==> src/rtl/mips_pkg.sv <==
// Shared MIPS definitions: opcode constants, instruction field widths and the
// fetch sequencer state encoding.
package mips_pkg;

  localparam int unsigned INSTR_W  = 32;
  localparam int unsigned OPCODE_W = 6;
  localparam int unsigned TARGET_W = 26;

  localparam logic [OPCODE_W-1:0] OP_RTYPE = 6'b000000;
  localparam logic [OPCODE_W-1:0] OP_LW    = 6'b100011;
  localparam logic [OPCODE_W-1:0] OP_J     = 6'b000010;

  typedef enum logic [1:0] {
    StBoot   = 2'd0,
    StRun    = 2'd1,
    StBubble = 2'd2,
    StHalt   = 2'd3
  } fetch_state_e;

endpackage

==> src/rtl/fetch_sequencer.sv <==
// Instruction-fetch controller: owns the word-indexed PC, drives the instruction
// memory address and registers the fetched word into the IF/ID register.
// Optional feature: define FETCH_JUMP_PREDECODE_EN to follow j instructions
// locally instead of waiting for a downstream redirect.
module fetch_sequencer
  import mips_pkg::*;
#(
  parameter int unsigned MEM_DEPTH = 256,
  parameter int unsigned RESET_PC  = 0
) (
  input  logic               clk,
  input  logic               reset,
  input  logic               stall,
  input  logic               redirect_valid,
  input  logic [INSTR_W-1:0] redirect_pc,
  output logic [INSTR_W-1:0] imem_addr,
  input  logic [INSTR_W-1:0] imem_instr,
  output logic [INSTR_W-1:0] if_instr,
  output logic [INSTR_W-1:0] if_pc,
  output logic               if_valid,
  output logic               halted
);

  localparam logic [INSTR_W-1:0] DepthW   = INSTR_W'(MEM_DEPTH);
  localparam logic [INSTR_W-1:0] ResetPcW = INSTR_W'(RESET_PC);

  fetch_state_e       state_q, state_d;
  logic [INSTR_W-1:0] pc_q, pc_d;
  logic [INSTR_W-1:0] if_instr_q, if_instr_d;
  logic [INSTR_W-1:0] if_pc_q, if_pc_d;
  logic               if_valid_q, if_valid_d;

`ifdef FETCH_JUMP_PREDECODE_EN
  logic [INSTR_W-1:0] jump_tgt;
  assign jump_tgt = {pc_q[INSTR_W-1:TARGET_W], imem_instr[TARGET_W-1:0]};
`endif

  // Next-state: priority redirect > stall > local jump > sequential fetch.
  always_comb begin
    state_d    = state_q;
    pc_d       = pc_q;
    if_instr_d = if_instr_q;
    if_pc_d    = if_pc_q;
    if_valid_d = if_valid_q;

    if (state_q == StBoot) begin
      // Boot spends one cycle without fetching; redirects are not accepted yet.
      if (!stall) state_d = StRun;
    end else if (redirect_valid) begin
      pc_d       = redirect_pc;
      if_valid_d = 1'b0;
      state_d    = (redirect_pc >= DepthW) ? StHalt : StBubble;
    end else if (!stall) begin
      if (state_q == StHalt) begin
        if_valid_d = 1'b0;
      end else if (pc_q >= DepthW) begin
        // Out-of-range fetch: freeze the PC and stop issuing.
        state_d    = StHalt;
        if_valid_d = 1'b0;
      end else begin
        if_instr_d = imem_instr;
        if_pc_d    = pc_q;
        if_valid_d = 1'b1;
        pc_d       = pc_q + 32'd1;
        state_d    = StRun;
`ifdef FETCH_JUMP_PREDECODE_EN
        if (state_q == StRun && imem_instr[INSTR_W-1:TARGET_W] == OP_J) begin
          pc_d    = jump_tgt;
          state_d = (jump_tgt >= DepthW) ? StHalt : StBubble;
        end
`endif
      end
    end
  end

  // State, PC and IF/ID registers with synchronous reset.
  always_ff @(posedge clk) begin
    if (reset) begin
      state_q    <= StBoot;
      pc_q       <= ResetPcW;
      if_instr_q <= '0;
      if_pc_q    <= '0;
      if_valid_q <= 1'b0;
    end else begin
      state_q    <= state_d;
      pc_q       <= pc_d;
      if_instr_q <= if_instr_d;
      if_pc_q    <= if_pc_d;
      if_valid_q <= if_valid_d;
    end
  end

  // Outputs are direct views of the registers.
  always_comb begin
    imem_addr = pc_q;
    if_instr  = if_instr_q;
    if_pc     = if_pc_q;
    if_valid  = if_valid_q;
    halted    = (state_q == StHalt);
  end

endmodule
==> config.mk <==
export PLATFORM = sky130hd
export DESIGN_NAME = fetch_sequencer
export DESIGN_NICKNAME = d
export VERILOG_FILES = /design/src/rtl/mips_pkg.sv /design/src/rtl/fetch_sequencer.sv
export SDC_FILE = /design/constraint.sdc
export NUM_CORES = 1
export LEC_CHECK = 0
export CAP_MARGIN = 20
export CORE_AREA = 3 3 71 139
export CTS_CLUSTER_SIZE = 16
export DETAILED_ROUTE_END_ITERATION = 8
export DIE_AREA = 0 0 74 142
export GPL_TIMING_DRIVEN = 0
export PLACE_DENSITY_LB_ADDON = 0.12
export SLEW_MARGIN = 20
export SYNTH_ARGS = -nofsm -noshare
export SYNTH_HDL_FRONTEND = slang
export SYNTH_SLANG_ARGS = --single-unit
==> constraint.sdc <==
create_clock -name clk -period 3.8 [get_ports clk]
set_input_delay 0.76 -clock clk [delete_from_list [all_inputs] [get_ports clk]]
set_output_delay 0.76 -clock clk [all_outputs]
set_load 0.02 [all_outputs]
==> results of run 1 <==
## layout make-up
cell class	instances	area [µm²]
fillers	778	3000
flip-flops and latches	99	1980
multi-input cells	296	1820
repair buffers	163	1630
clock buffers	9	225
plain buffers	26	130
well taps	102	128
clock inverters	7	61.3
inverters	8	30.0
## report_power, final
| group | switching (W) | internal [W] |
|---|---|---|
| clock | 0.000421 | 0.000455 |
| combinational | 0.000178 | 0.000157 |
| sequential | 0.0000366 | 0.00106 |
## cells in the mapped netlist, types with 3 or more instances
cell,n
nand2_1,39
clkbuf_1,20
nor2_1,53
and2_1,26
o31ai_1,6
and4_1,3
a22o_1,10
o21ai_0,23
o22ai_1,4
buf_6,4
a31oi_1,3
inv_1,8
nand4_1,9
nor4_1,12
dfxtp_1,99
a21oi_1,23
a221oi_1,3
nand3_1,11
mux2i_1,41
## sequential cells by signal (all words and copies together) (netlist names)
signal and flops:
if_valid 1, if_instr 32, if_pc 32, imem_addr 32, state_q 2
## per-stage QoR
stage                     power (W)  instance area (µm²)  hold WS, ns  setup WS, ns  instances
after floorplan             0.00128                 3970        0.542          1.76        429
after global placement      0.00145                 5720        0.442         0.971        694
after detailed placement    0.00146                 5720        0.444         0.916        694
after CTS                   0.00233                 6010        0.468         0.923        710
after global routing        0.00239                 6010        0.487         0.800        710
final                       0.00231                 6010        0.465         0.938        710
## routing by layer
metal	up-vias	GRT usage
met5	-	0
met4	0	0.150
met3	40	0.0757
met2	197	0.451
met1	1847	0.240
li1	1864	-
## path summary, 6_finish.rpt
path	from	endpoint	slack (ns)	cells past startpoint
setup / recovery	imem_addr[24]$_SDFFE_PP0P_	if_instr[12]$_SDFFE_PP0P_	0.94	6
hold / removal	if_pc[8]$_SDFFE_PP0P_	if_pc[8]$_SDFFE_PP0P_	0.46	1
setup reg to reg	imem_addr[24]$_SDFFE_PP0P_	if_instr[12]$_SDFFE_PP0P_	0.94	6
hold reg to reg	if_pc[8]$_SDFFE_PP0P_	if_pc[8]$_SDFFE_PP0P_	0.46	1
## worst register-to-register path, cell delays in order, from the launching register on
cell	delay [ns]
dfxtp_1	0.37
nor4_1	0.62
nand4_1	0.49
nor4_4	0.71
buf_6	0.26
mux2i_1	0.23
nor2_1	0.06
## logic make-up (layout without fill, tap and decap cells)
family	count (synthesis)	in the layout	share of synthesized area
XOR/XNOR	1	1	0.00221
buffers and inverters	34	213	0.0404
flip-flops	99	99	0.500
adder cells (fa/ha/maj)	2	2	0.00631
multiplexers	41	41	0.104
AND/OR/NAND/NOR	169	169	0.214
AO/OA/AOI/OAI	83	83	0.134
==> results by group, run 1 <==
Run status
  – Outcome: complete, no violations

Setup path
  – WP data required: ~4 ns
  – CP Buf/Inv Count: 1
  – Crit start category: flip-flop
  – Crit path arrival time: between 3 and 4 ns
  – Worst path max stage delay: approximately 0.71 ns
  – Worst setup EP type: flip-flop
  – Critical path class: flip-flop to flip-flop
  – Crit-path max FO: 10
  – Top delay family on crit path: simple AND/OR/NAND/NOR gates
  – Crit path max-delay cell type: nor4_4
  – Crit path cell chain: nor4_1 > nand4_1 > nor4_4 > buf_6 > mux2i_1 > nor2_1

Die
  – Row Count: slightly below 50
  – Starting density of the core: 0.440
  – Chip Width: ~74 µm
  – Die height: 142 µm
  – Core ar.: 9010 µm²
  – Die area: around 11000 µm²
  – Ports: around 170

Power
  – Worst vdd ir: roughly 0.00033 V
  – P_leak: about 2.1 nW
  – PwrDens: 385 nW/µm²

Synthesis
  – Post-synth ARST share: 0
  – Synth Net Count: about 500
  – Synth Flop Type: dfxtp_1
  – Synth area leaders: dfxtp_1 (50%), mux2i_1 (10%), nor2_1 (5.0%)
  – Synth area leader: dfxtp_1
  – Distinct cell type count after synthesis: between 40 and 50
  – Post-synth EDFFs: 0
  – Post-Synthesis Cells: ~430
  – Seq/Total Area, Yosys: 0.500
  – Post-synth top area share: 0.500
  – Post-synthesis register bit count: between 90 and 100
  – Synth warnings: 0
  – Area of the mapped netlist: ~4000 µm²
  – Syn avg cell area: about 9.2 µm²

Placement
  – HPWL Detailed: 10100 µm
  – Number of port buffers: 163
  – RePlAce Congestion: between 0.9 and 1

Timing
  – Max Clock Freq: ~350 MHz
  – Endpoints failing setup: 0
  – Clk_skew: roughly 0.0074 ns
  – Crit path time final: between 2 and 3 ns
  – Slew headroom: 0.447
  – RSZ-0062 raised after global routing: false
  – Setup TNS: 0 ns
  – Fin. Hold Viols: 0
  – Worst-Margin Slew: 0.827 ns
  – Tcrit/Tclk final: 0.753
  – Final Max Slew Viols: 0

Clock tree
  – # hold bufs at CTS: 0
  – Clock latency on the worst-skew pair: roughly 0.35 ns
  – Clock-pin slew on the worst setup and hold paths: 0.07 ns
  – Post-CTS setup buffer count: 0
  – H-Tree Depth: 3
  – TritonCTS clock tree: built
  – Num CTS Buffers: 9
  – Clock Sinks: just under 100
  – Post-cts resize count: 0
  – Clk buf depth: 2
  – Clock root buffer: clkbuf_16

Detailed routing
  – Metal3 WL: 1060 µm
  – M1 WL: approximately 4300 µm
  – Remaining DRCs: 0
  – Final ANT Viol Nets: 0
  – Metal2 WL: ~7000 µm
  – Pre-antenna DRT Iters: 6
  – Drt first-iter violations: roughly 210
  – Avg WL per Cell: 18.2 µm
  – Vias: around 3900
  – Max layer used: met4
  – Vias per inst: ~5.6
  – Drt total wl: about 13000 µm

GRT
  – Overall Global Routing Usage: 0.251
  – Remaining Overflow, GRT: 0
  – First-pass GRT wire length: between 20000 and 25000 µm
  – Pin count of the biggest net entering global routing: 19
  – Initial antenna violation count: 0
  – Vias in the first global route: 4159

Layout
  – Commonest cells after routing, fill and taps aside: clkdlybuf4s50_1 (163), dfxtp_1 (99), nor2_1 (53), mux2i_1 (41), nand2_1 (39)
  – Ant. Diodes: 0
  – Area delta synth->final: 51.6%
  – Net count, final: 673
  – Most common cell after layout, fill and taps aside: clkdlybuf4s50_1
  – Final core occ: 0.667
  – Layout cells sized above 1: 0.0461

Worst hold path
  – Hold WC Path Type: flip-flop to flip-flop

Run
  – Max cap viols: 0
No activity file was read; power rests on OpenSTA's default activity.
==> run 2: changes to the inputs <==
--- a/config.mk
+++ b/config.mk
@@ -6,10 +6,10 @@
 export NUM_CORES = 1
 export LEC_CHECK = 0
 export CAP_MARGIN = 20
-export CORE_AREA = 3 3 71 139
+export CORE_AREA = 3 3 72 142
 export CTS_CLUSTER_SIZE = 16
 export DETAILED_ROUTE_END_ITERATION = 8
-export DIE_AREA = 0 0 74 142
+export DIE_AREA = 0 0 75 145
 export GPL_TIMING_DRIVEN = 0
 export PLACE_DENSITY_LB_ADDON = 0.12
 export SLEW_MARGIN = 20
==> constraint.sdc (replaced) <==
create_clock -name clk -period 3 [get_ports clk]
set_input_delay 0.6 -clock clk [delete_from_list [all_inputs] [get_ports clk]]
set_output_delay 0.6 -clock clk [all_outputs]
set_load 0.02 [all_outputs]
==> results by group, run 2 (synthesis results as in run 1) <==
Layout
  – Layout cells sized above 1: 0.0461 (unchanged)
  – Area delta synth->final: 51.6% (unchanged)
  – Ant. Diodes: 0 (unchanged)
  – Most common cell after layout, fill and taps aside: clkdlybuf4s50_1
  – Net count, final: 673 (unchanged)
  – Commonest cells after routing, fill and taps aside: clkdlybuf4s50_1 (163), dfxtp_1 (99), nor2_1 (53), mux2i_1 (41), nand2_1 (39)

Timing
  – Crit path time final: 2.85 ns (-0.00963 ns)
  – Max Clock Freq: 351 MHz (+0.34%)
  – Worst-Margin Slew: 0.813 ns (-0.0138 ns)
  – Tcrit/Tclk final: 0.951 (+0.198)
  – Slew headroom: 0.456 (+0.00923)
  – Clk_skew: 0.00768 ns (+0.000246 ns)
  – Final Max Slew Viols: 0 (unchanged)
  – Fin. Hold Viols: 0 (unchanged)
  – RSZ-0062 raised after global routing: false
  – Setup TNS: 0 ns (unchanged)
  – Endpoints failing setup: 0 (unchanged)
  – Final WS setup: 0.147 ns (-0.790 ns)

Setup path
  – WP data required: 3.21 ns (-0.81 ns)
  – Crit start category: flip-flop
  – Crit-path max FO: 10 (unchanged)
  – Worst setup EP type: flip-flop
  – Crit path arrival time: 3.06 ns (-0.03 ns)
  – Critical path class: flip-flop to flip-flop

Clock tree
  – Clock latency on the worst-skew pair: 0.34 ns (about the same)
  – TritonCTS clock tree: built
  – Clock Sinks: 99 (unchanged)
  – Clk buf depth: 2 (unchanged)
  – H-Tree Depth: 3 (unchanged)
  – Clock-pin slew on the worst setup and hold paths: 0.07 ns (about the same)
  – Num CTS Buffers: 9 (unchanged)
  – # hold bufs at CTS: 0 (unchanged)
  – Clock root buffer: clkbuf_16

Detailed routing
  – Avg WL per Cell: 18.2 µm (-0.30%)
  – Final ANT Viol Nets: 0 (unchanged)
  – Drt total wl: 12900 µm (about the same)
  – Pre-antenna DRT Iters: 5 (-1)
  – Vias: 3893 (-1.4%)
  – Drt first-iter violations: 179 (-16%)
  – Remaining DRCs: 0 (unchanged)
  – Vias per inst: 5.47 (-1.7%)

Placement
  – HPWL Detailed: 10200 µm (+0.88%)
  – Number of port buffers: 163 (unchanged)
  – Dpl ws: 0.0924 ns (-0.823 ns)
  – RePlAce Congestion: 0.937 (-3.1%)

GRT
  – Overall Global Routing Usage: 0.243 (-0.00745)
  – Vias in the first global route: 4034 (-3.0%)
  – First-pass GRT wire length: 20300 µm (about the same)
  – Pin count of the biggest net entering global routing: 19 (unchanged)
  – Remaining Overflow, GRT: 0 (unchanged)
  – Initial antenna violation count: 0 (unchanged)

Run
  – Max cap viols: 0 (unchanged)

Die
  – Chip Width: 75 µm (+1.4%)
  – Starting density of the core: 0.425 (-0.0146)
  – Row Count: 50 (+2.0%)
  – Die height: 145 µm (+2.1%)
  – Core ar.: 9320 µm² (+3.4%)
  – Ports: 166 (unchanged)
  – Die area: 10900 µm² (+3.5%)

Worst hold path
  – Hold WC Path Type: flip-flop to flip-flop

Power
  – P_leak: 2.09 nW (about the same)
  – Worst vdd ir: 0.000399 V (+20%)
  – PwrDens: 486 nW/µm² (+26%)

Run status
  – Outcome: complete, no violations
==> run 2: cell type report <==
class                           count  area, µm²
Timing Repair Buffer              163       1630
Inverter                            8       30.0
Buffer                             26        130
Tap cell                          104        130
Clock inverter                      7       58.8
Fill cell                         807       3310
Multi-Input combinational cell    296       1820
Clock buffer                        9        225
Sequential cell                    99       1980
==> run 2: where the power goes <==
part / total (W) / leakage [nW] / internal [W] / switching, W
combinational: 0.000425 / 1.15 / 0.000199 / 0.000226
clock: 0.00110 / 0.139 / 0.000577 / 0.000527
sequential: 0.00139 / 0.801 / 0.00135 / 0.0000444
==> run 2: metal layers <==
| metal | global-route usage | routed length, µm | vias up | part of all wire |
|---|---|---|---|---|
| met4 | 0.137 | 616 | 0 | 0.048 |
| met5 | 0 | 0 | - | 0 |
| met2 | 0.427 | 7030 | 166 | 0.54 |
| met3 | 0.0728 | 902 | 32 | 0.070 |
| met1 | 0.240 | 4390 | 1827 | 0.34 |
| li1 | - | - | 1868 | - |
==> run 2: worst paths after layout <==
path                         startpoint                   endpoint  depth (start not counted)  slack (ns)
max          imem_addr[24]$_SDFFE_PP0P_  imem_addr[5]$_SDFFE_PP0P_                          6        0.15
max reg2reg  imem_addr[24]$_SDFFE_PP0P_  imem_addr[5]$_SDFFE_PP0P_                          6        0.15
min reg2reg      if_pc[28]$_SDFFE_PP0P_     if_pc[28]$_SDFFE_PP0P_                          1        0.46
min              if_pc[28]$_SDFFE_PP0P_     if_pc[28]$_SDFFE_PP0P_                          1        0.46
==> run 2: worst max-delay path: stages, from the launching register on <==
cell,delay [ns]
dfxtp_1,0.37
nor4_1,0.65
nand4_1,0.51
o41a_1,0.58
clkbuf_1,0.27
o21ai_0,0.24
a21oi_1,0.09
==> run 2: what timing repair did <==
action,4_1_cts,5_1_grt
setup endpoints to repair,0,20
buffers inserted,0,0
hold endpoints to repair,0,0
gates resized for setup,0,0
==> run 2: per-stage QoR <==
stage	instance area (µm²)	std cells	hold WS (ns)	total power (W)	utilization
global placement	5730	696	0.442	0.00184	0.614
CTS	6010	712	0.465	0.00295	0.645
floorplan	3970	429	0.542	0.00162	-
global route	6010	712	0.478	0.00303	0.645
finish	6010	712	0.464	0.00292	0.645
detailed placement	5730	696	0.444	0.00185	0.614
